[src/rtl/serial_mux_adder_pkg.sv]
// Shared types and elaboration helpers for the serial mux-cell adder.
package serial_mux_adder_pkg;

  typedef enum logic [1:0] {
    ST_IDLE = 2'd0,
    ST_RUN  = 2'd1,
    ST_DONE = 2'd2
  } state_e;

  // Bits needed to hold the values 0..steps, i.e. clog2(steps+1).
  function automatic int unsigned step_cnt_width(input int unsigned steps);
    int unsigned w;
    w = 1;
    for (int unsigned i = 1; i < 32; i++) begin
      if ((steps >> (i - 1)) != 0) w = i;
    end
    return w;
  endfunction

  // Legal configuration: WIDTH >= 2, 1 <= BITS_PER_CYCLE <= WIDTH, and it divides WIDTH.
  function automatic bit cfg_ok(input int unsigned width, input int unsigned bpc);
    return (width >= 2) && (bpc >= 1) && (bpc <= width) && ((width % bpc) == 0);
  endfunction

endpackage

[src/rtl/serial_mux_adder_mux_fa_cell.sv]
// 1-bit full adder built only from 2:1 multiplexer primitives.

module mux2_cell (
  input  logic sel,
  input  logic d0,
  input  logic d1,
  output logic y
);
  assign y = sel ? d1 : d0;
endmodule

module mux_fa_cell (
  input  logic a,
  input  logic b,
  input  logic ci,
  output logic s,
  output logic co
);
  logic nb, p, nci;

  // Inverters realised as muxes selecting between constants.
  mux2_cell u_inv_b  (.sel(b),  .d0(1'b1), .d1(1'b0), .y(nb));
  mux2_cell u_inv_ci (.sel(ci), .d0(1'b1), .d1(1'b0), .y(nci));
  // Propagate p = a ^ b.
  mux2_cell u_prop   (.sel(a),  .d0(b),    .d1(nb),   .y(p));
  // Sum = p ^ ci.
  mux2_cell u_sum    (.sel(p),  .d0(ci),   .d1(nci),  .y(s));
  // Carry: generate (a==b -> a) or propagate ci.
  mux2_cell u_carry  (.sel(p),  .d0(a),    .d1(ci),   .y(co));
endmodule

[src/rtl/serial_mux_adder.sv]
// Multi-cycle adder/subtractor: BITS_PER_CYCLE bits per clock, LSB first,
// through a carry register, with valid/ready handshakes on both sides.
module serial_mux_adder
  import serial_mux_adder_pkg::*;
#(
  parameter int unsigned WIDTH          = 8,
  parameter int unsigned BITS_PER_CYCLE = 1
) (
  input  logic             clk,
  input  logic             rst_n,
  input  logic             in_valid,
  output logic             in_ready,
  input  logic [WIDTH-1:0] a,
  input  logic [WIDTH-1:0] b,
  input  logic             cin,
  input  logic             sub,
  output logic             out_valid,
  input  logic             out_ready,
  output logic [WIDTH-1:0] sum,
  output logic             cout,
  output logic             ovf
);

  localparam int unsigned N  = WIDTH / BITS_PER_CYCLE;
  localparam int unsigned CW = step_cnt_width(N);
  localparam logic [CW-1:0] LAST_STEP = CW'(N - 1);

  if (!cfg_ok(WIDTH, BITS_PER_CYCLE)) begin : g_cfg_check
    $error("serial_mux_adder: BITS_PER_CYCLE must divide WIDTH");
  end

  state_e               state_q, state_d;
  logic [CW-1:0]        step_q, step_d, step_inc;
  logic [WIDTH-1:0]     a_q, a_d, b_q, b_d, acc_q, acc_d, acc_next;
  logic                 carry_q, carry_d;
  logic [WIDTH-1:0]     sum_q, sum_d;
  logic                 cout_q, cout_d, ovf_q, ovf_d;
  logic                 inc_c;

  logic [BITS_PER_CYCLE:0]   c_chain;
  logic [BITS_PER_CYCLE-1:0] s_chain;

  assign c_chain[0] = carry_q;

  for (genvar i = 0; i < BITS_PER_CYCLE; i++) begin : g_chain
    mux_fa_cell u_fa (
      .a  (a_q[i]),
      .b  (b_q[i]),
      .ci (c_chain[i]),
      .s  (s_chain[i]),
      .co (c_chain[i+1])
    );
  end

  // New sum bits enter at the MSB end; after N steps the result is aligned.
  assign acc_next = WIDTH'({s_chain, acc_q} >> BITS_PER_CYCLE);

  assign in_ready  = (state_q == ST_IDLE);
  assign out_valid = (state_q == ST_DONE);
  assign sum       = sum_q;
  assign cout      = cout_q;
  assign ovf       = ovf_q;

  // Next-state and datapath updates; step counter increments via a half-adder ripple.
  always_comb begin
    state_d  = state_q;
    step_d   = step_q;
    a_d      = a_q;
    b_d      = b_q;
    acc_d    = acc_q;
    carry_d  = carry_q;
    sum_d    = sum_q;
    cout_d   = cout_q;
    ovf_d    = ovf_q;
    step_inc = '0;
    inc_c    = 1'b1;
    for (int unsigned i = 0; i < CW; i++) begin
      step_inc[i] = step_q[i] ^ inc_c;
      inc_c       = step_q[i] & inc_c;
    end
    case (state_q)
      ST_IDLE: begin
        if (in_valid) begin
          a_d     = a;
          b_d     = sub ? ~b : b;
          carry_d = sub ? 1'b1 : cin;
          acc_d   = '0;
          step_d  = '0;
          state_d = ST_RUN;
        end
      end
      ST_RUN: begin
        a_d     = a_q >> BITS_PER_CYCLE;
        b_d     = b_q >> BITS_PER_CYCLE;
        carry_d = c_chain[BITS_PER_CYCLE];
        acc_d   = acc_next;
        step_d  = step_inc;
        if (step_q == LAST_STEP) begin
          sum_d   = acc_next;
          cout_d  = c_chain[BITS_PER_CYCLE];
          ovf_d   = c_chain[BITS_PER_CYCLE-1] ^ c_chain[BITS_PER_CYCLE];
          step_d  = '0;
          state_d = ST_DONE;
        end
      end
      ST_DONE: begin
        if (out_ready) state_d = ST_IDLE;
      end
      default: state_d = ST_IDLE;
    endcase
  end

  // State and datapath registers with synchronous active-low reset.
  always_ff @(posedge clk) begin
    if (!rst_n) begin
      state_q <= ST_IDLE;
      step_q  <= '0;
      a_q     <= '0;
      b_q     <= '0;
      acc_q   <= '0;
      carry_q <= 1'b0;
      sum_q   <= '0;
      cout_q  <= 1'b0;
      ovf_q   <= 1'b0;
    end else begin
      state_q <= state_d;
      step_q  <= step_d;
      a_q     <= a_d;
      b_q     <= b_d;
      acc_q   <= acc_d;
      carry_q <= carry_d;
      sum_q   <= sum_d;
      cout_q  <= cout_d;
      ovf_q   <= ovf_d;
    end
  end

endmodule

[config.mk]
export PLATFORM = sky130hd
export DESIGN_NAME = serial_mux_adder
export DESIGN_NICKNAME = d
export VERILOG_FILES = /design/src/rtl/serial_mux_adder_pkg.sv /design/src/rtl/serial_mux_adder_mux_fa_cell.sv /design/src/rtl/serial_mux_adder.sv
export SDC_FILE = /design/constraint.sdc
export NUM_CORES = 1
export LEC_CHECK = 0
export CAP_MARGIN = 20
export CORE_MARGIN = 5
export CORE_UTILIZATION = 54
export CTS_BUF_LIST = sky130_fd_sc_hd__clkbuf_2 sky130_fd_sc_hd__clkbuf_4 sky130_fd_sc_hd__clkbuf_8
export CTS_CLUSTER_DIAMETER = 60
export DETAILED_ROUTE_END_ITERATION = 7
export GPL_TIMING_DRIVEN = 1
export PLACE_DENSITY = 0.86
export SYNTH_ARGS = -nofsm -noshare
export SYNTH_HDL_FRONTEND = slang
export SYNTH_SLANG_ARGS = --single-unit
[constraint.sdc]
create_clock -name clk -period 1.4 [get_ports clk]
set_input_delay 0.14 -clock clk [delete_from_list [all_inputs] [get_ports clk]]
set_output_delay 0.14 -clock clk [all_outputs]
set_load 0.02 [all_outputs]
Word level (Yosys, flattened, before mapping)
Cells that the tools add are included.
{"block": "op_classes", "reduce_logical": 5, "mux": 22, "n_bitwise": 8, "eq_ne": 6}
{"op": "$pmux 8 s2", "n": 3}
{"op": "$mux 8", "n": 4}
{"op": "$mux 4", "n": 2}
{"op": "$not 8->8", "n": 1}
{"op": "$pmux 4 s2", "n": 1}
{"op": "$mux 1", "n": 7}
{"op": "$mux 2", "n": 3}
{"op": "$pmux 2 s3", "n": 1}
{"op": "$eq 4x3->1 const B", "n": 1}
{"op": "$ne 2x2->1 const B", "n": 2}
{"op": "$reduce_and 2->1", "n": 2}
{"op": "$xor 1x1->1", "n": 4}
{"op": "$reduce_and 3->1", "n": 1}
{"op": "$and 1x1->1", "n": 2}
{"op": "$eq 2x1->1 const B", "n": 1}
{"op": "$eq 2x2->1 const B", "n": 1}
{"op": "$logic_not 2->1", "n": 1}
{"op": "$ne 2x1->1 const B", "n": 1}
{"op": "$pmux 1 s2", "n": 1}
{"op": "$reduce_bool 2->1", "n": 1}
{"op": "$not 1->1", "n": 1}
{"block": "totals", "out_inout_bits": 12, "input_bits": 22, "wordCells": 50, "ff_bits": 41}

Logic depth before layout (Yosys ltp)
{"block": "logic_depth", "depth_word": 5, "depth_mapped": 6}

Modules after synthesis
A second synthesis with hierarchy kept.
{"block": "unflattened", "cells_unflattened": 201, "area_unflattened_um2": 1824.2}
{"mod": "serial_mux_adder", "n_inst": 1, "cells_each": 194, "area_per_inst_um2": 1741.7}
{"mod": "mux2_cell", "n_inst": 5, "cells_each": 1, "area_per_inst_um2": 15.0}
{"mod": "mux_fa_cell", "n_inst": 1, "cells_each": 2, "area_per_inst_um2": 7.5}

Least setup slack after synthesis
Ideal clock, no wire load.
{"block": "synth_timing", "path_type": "reg-to-output", "startpoint": "register state_q[1]", "endpoint": "output port out_valid", "path_stages_with_launch": 6, "path_buffers": 3, "slack_ps": 179, "required_time_ps": 1260, "t_arrival_ps": 1081, "cell_sequence": "dfxtp_1 > buf_2 > buf_6 > inv_1 > buf_2 > nor2_1"}
{"block": "synth_between", "elab_chain_cells": 1}
{"item": "start: declaration", "line": "serial_mux_adder.sv:32", "rtl": "state_e state_q, state_d;"}
{"item": "start signal: assignment", "line": "serial_mux_adder.sv:126", "rtl": "state_q <= state_d;"}
{"item": "$eq 2x2->1", "line": "serial_mux_adder.sv:59", "rtl": "assign out_valid = (state_q == ST_DONE);"}
{"item": "end: declaration", "line": "serial_mux_adder.sv:17", "rtl": "output logic out_valid,"}
No other way between the ends.

Worst setup path after layout
{"block": "layout_timing", "startpoint": "register step_q[0]", "endpoint": "register step_q[3]"}
{"block": "layout_between", "elab_chain_cells": 5, "word_cells_on_any_way": 6, "classes_between": "eq/ne: 1; mux: 2; bitwise: 3"}
{"item": "start: declaration", "line": "serial_mux_adder.sv:33", "rtl": "logic [CW-1:0] step_q, step_d, step_inc;"}
{"item": "start signal: assignment", "line": "serial_mux_adder.sv:127", "rtl": "step_q <= step_d;"}
{"item": "$and 1x1->1 (2 in series)", "line": "serial_mux_adder.sv:79", "rtl": "inc_c = step_q[i] & inc_c;"}
{"item": "$xor 1x1->1", "line": "serial_mux_adder.sv:78", "rtl": "step_inc[i] = step_q[i] ^ inc_c;"}
{"item": "$mux 4 *", "line": "serial_mux_adder.sv:98", "rtl": "if (step_q == LAST_STEP) begin"}
{"item": "$pmux 4 s2 *", "line": "serial_mux_adder.sv:81", "rtl": "case (state_q)"}
Every way passes the cells marked *; elsewhere a longest branch is shown, timed or not.
A chain may end at the register's enable or synchronous reset.

==> out/qor.yml <==
synthesis:
  synth_xor_area_share_pct: 4.64
  post_synth_num_cell_types: 42
  synth.net_count: 234
  synth_sequential_area_ratio_pct: 42.4
  post-synth-top-area-cell: "dfxtp_1"
  syn_avg_cell_area_um2: 8.99
  synthesis.yosys.warnings: 0
  synth.cell_area_um2: 1890
  largest_family_of_logic_cells_by_synthesized_area: "compound AO/OA/AOI/OAI gates"
  postSynthCellCount: 210
  compound_gate_fraction_of_synth_area_pct: 26.1
  synth-simple-area-share_pct: 18.0
  synth_mux_area_share_pct: 0
  ys_seq_elements: 40
  synth_top_area_share_pct: 42.4
  synth_fa_ha_area_share_pct: 1.86
  synth.top_cells.by_area: "dfxtp_1 42%, a21oi_1 6.6%, o21ai_0 5.8%"
pwr:
  finalPower_mw: 2.34
  share_comb_of_total_power_pct: 19.0
  p_sw_mw: 0.631
  cellPowerDensity_nw_per_um2: 980
  power_report.internal_total_mw: 1.71
  p_sw_share_pct: 26.9
  leakage_nw: 0.930
  sequentialPowerShare_pct: 53.3
  peak_supply_drop_uv: 730
  power.share.clock_pct: 27.7
sta:
  timing.slew.headroom_pct: 79.0
  setup_ws_ns: 0.0601
  finalWorstPathRequiredPeriod_ns: 1.34
  worst-slew-pin-transition_ns: 0.313
  finalClockSkew_ns: 0.00708
  final_max_slew_viol_count: 0
  clock.fmax_ghz: 0.746
  final_min_period_over_clock_period_pct: 95.7
  timing.final.setup_violations: 0
  timing_hold_violations_final: 0
critical_path:
  critical_path.max_fanout: 3
  timing.setup.critical_path_class: "flop to flop"
  critical-path-slowest-cell: "dfxtp_1"
  regToRegEndpoint: "step_q[3]"
  critical_path.max_stage_delay_ns: 0.34
  cp_num_buf_inv: 0
  crit_path_cell_trace: "ha_1, ha_1, nor3b_1, o21ai_0, a21oi_1"
  startpoint: "step_q[0]"
  element_type_at_the_critical_path_start: "flop"
  setup.reg_to_reg.worst_slack_ns: 0.06
  required_ns: 1.69
  cpLargestDelayFamily: "adder cells"
  endpoint_kind: "flop"
  worst_r2r_path_depth: 5
  critical_path_arrival_ns: 1.63
  path_common_cell: "ha_1"
  critical_path.reg2reg.startpoint: "step_q[0]"
global_route:
  gr_util_all_layers_pct: 18.2
  globalRoute.totalOverflow: 0
  antenna_violations_before_repair: 0
  groute.layer.met2.usage_pct: 29.3
  gr-max-usage-layer: "met2"
  vias_in_the_first_global_route: 1518
  met3_usage_pct: 4.22
  global_route.usage.met1_pct: 22.2
  global_route_wire_length_before_repair_mm: 7.06
  largest_net_degree_at_the_start_of_global_routing: 23
placement:
  place_congestion: 0.840
  place.port_buffers: 33
  detailedPlace.worstSlack_ns: -0.0806
  detailedPlacementHpwl_mm: 3.02
worst_hold_path:
  min_to: "b_q[4]"
  worst_hold_startpoint: "b_q[5]"
  timing.hold.worst_path_depth: 2
  worstHoldPathType: "flop to flop"
cts:
  worst_setup_hold_path_clk_slew_ns: 0.11
  total_cts_buffers: 5
  ctsRootBufferMaster: "clkbuf_4"
  ctsHoldBuffers: 0
  buffers_from_clock_root_to_sink_at_most: 2
  clk-insertion-delay-late_ns: 0.35
  tritoncts: "built"
  cts.htree.levels: 2
  cts.sinks: 40
routing:
  route.final.wire_length_mm: 4.26
  drt_pass1_iterations: 4
  drtIter0Drc: 152
  number_of_routed_nets_with_antenna_violations: 0
  drt-vias-per-instance: 5.72
  wl_per_cell_um: 14.4
  route.vias.total: 1693
  route.detailed.drc: 0
floorplanning:
  die_width_um: 69.1
  die-area_um2: 4780
  rows: 21
  io-pin-count: 34
  initial_utilization_pct: 56.1
  chipHeight_um: 69.1
  fp.coreArea_um2: 3360
finish:
  area_delta_synth_final_pct: 26.6
  insertedDiodeCount: 0
  final_common_cell: "dfxtp_1"
  fillCellCount: 270
  layout.cells.most_common_list: "39 x dfxtp_1, 25 x a21oi_1, 21 x o21ai_0, 21 x clkdlybuf4s50_1, 16 x buf_4"
  post_route_cells_drive_above_1_share_pct: 14.0
  num-nets-final: 274
run_status:
  status: "finished, final reports clean"
job:
  max-cap-violations: 0
routing by layer:
metal	part of all wire [%]	routed length, um	vias to the layer above
met5	0	0	-
li1	-	-	856
met3	3.9	166	9
met2	49	2110	37
met1	44	1880	791
met4	2.5	107	0
what timing repair did:
| item | in CTS | in global routing |
|---|---|---|
| buffers inserted | 0 | 0 |
| gates resized for setup | 14 | 6 |
| setup endpoints to repair | 12 | 11 |
area by class of cell:
type / instances / area (um2) / share of cell area (%)
multi-input cells: 147 / 956 / 40.0
well taps: 46 / 57.6 / 2.41
flip-flops and latches: 40 / 802 / 33.5
repair buffers: 53 / 499 / 20.9
inverters: 3 / 11.3 / 0.471
clock buffers: 7 / 65.1 / 2.72
worst max-delay path by stage:
stage                           end  depth (start not counted)  slack (ns)
final                     step_q[3]                          5        0.06
after global routing      step_q[3]                          5       -0.05
after CTS                  in_ready                          3        0.01
after detailed placement     a_q[4]                          5       -0.08
after global placement       a_q[2]                          5       -0.05
after floorplan           out_valid                          5        0.18
worst min-delay path, delay by kind of cell (launching register included):
family	cells	cell delay, ns
flops	1	0.33
compound gates	1	0.05
simple gates	1	0.05
cell families after synthesis:
| family | after synthesis |
|---|---|
| DFF | 40 |
| buffers and inverters | 23 |
| AOI/OAI and AO/OA | 77 |
| adders and majority gates | 3 |
| and+or+nand+nor | 57 |
| xor gates and xnor gates | 10 |
synth_stat cells:
cell       n
a21oi_1   25
nand2b_4   1
a41o_1     1
clkinv_1   2
nor3b_1    3
clkbuf_2   1
nor3_1     1
a22oi_1   10
nand2b_1   1
and3b_1    3
nand4_1    1
dfxtp_1   40
buf_2      9
a32oi_1    1
or3_1      1
o21ai_0   22
a211oi_1   1
nor2_1    11
o31ai_1    1
or3b_1     7
buf_6      3
a31o_2     1
nor2b_1    4
ha_1       2
maj3_1     1
and3_1     1
nand2_1   10
nor3b_2    1
nand3b_1   1
o21ai_1    1
o221ai_1   8
inv_1      1
a31oi_1    1
nand3_1    9
clkbuf_1   4
xor2_1     4
xnor2_1    6
nor4_1     1
or4b_1     1
buf_4      3
a32o_1     4
o21bai_4   1
power by group through the flow:
stage	Clock [mW]	Combinational, mW	Sequential [mW]
3_3_place_gp	0	0.434	1.27
6_report	0.649	0.445	1.25
4_1_cts	0.655	0.443	1.25
5_1_grt	0.697	0.490	1.26
2_1_floorplan	0	0.291	1.26
3_5_place_dp	0	0.445	1.27
stage by stage:
| stage | util, % | TNS (ns) | hold WS, ns | cell area, um2 | std cells |
|---|---|---|---|---|---|
| after floorplan | - | 0 | 0.381 | 1890 | 210 |
| after global placement | 69.6 | -0.424 | 0.446 | 2340 | 289 |
| after detailed placement | 69.6 | -0.695 | 0.450 | 2340 | 289 |
| after CTS | 71.2 | 0 | 0.466 | 2390 | 296 |
| after global routing | 71.1 | -0.0537 | 0.495 | 2390 | 296 |
| final | 71.1 | 0 | 0.461 | 2390 | 296 |
registers in the layout, indices dropped and copies added (netlist names):
| name | count |
|---|---|
| a_q | 8 |
| b_q | 8 |
| sum | 8 |
| acc_q | 7 |
| step_q | 4 |
| state_q | 2 |
| carry_q | 1 |
| cout | 1 |
| ovf | 1 |
Note: power is estimated with default switching activity, not from simulation.
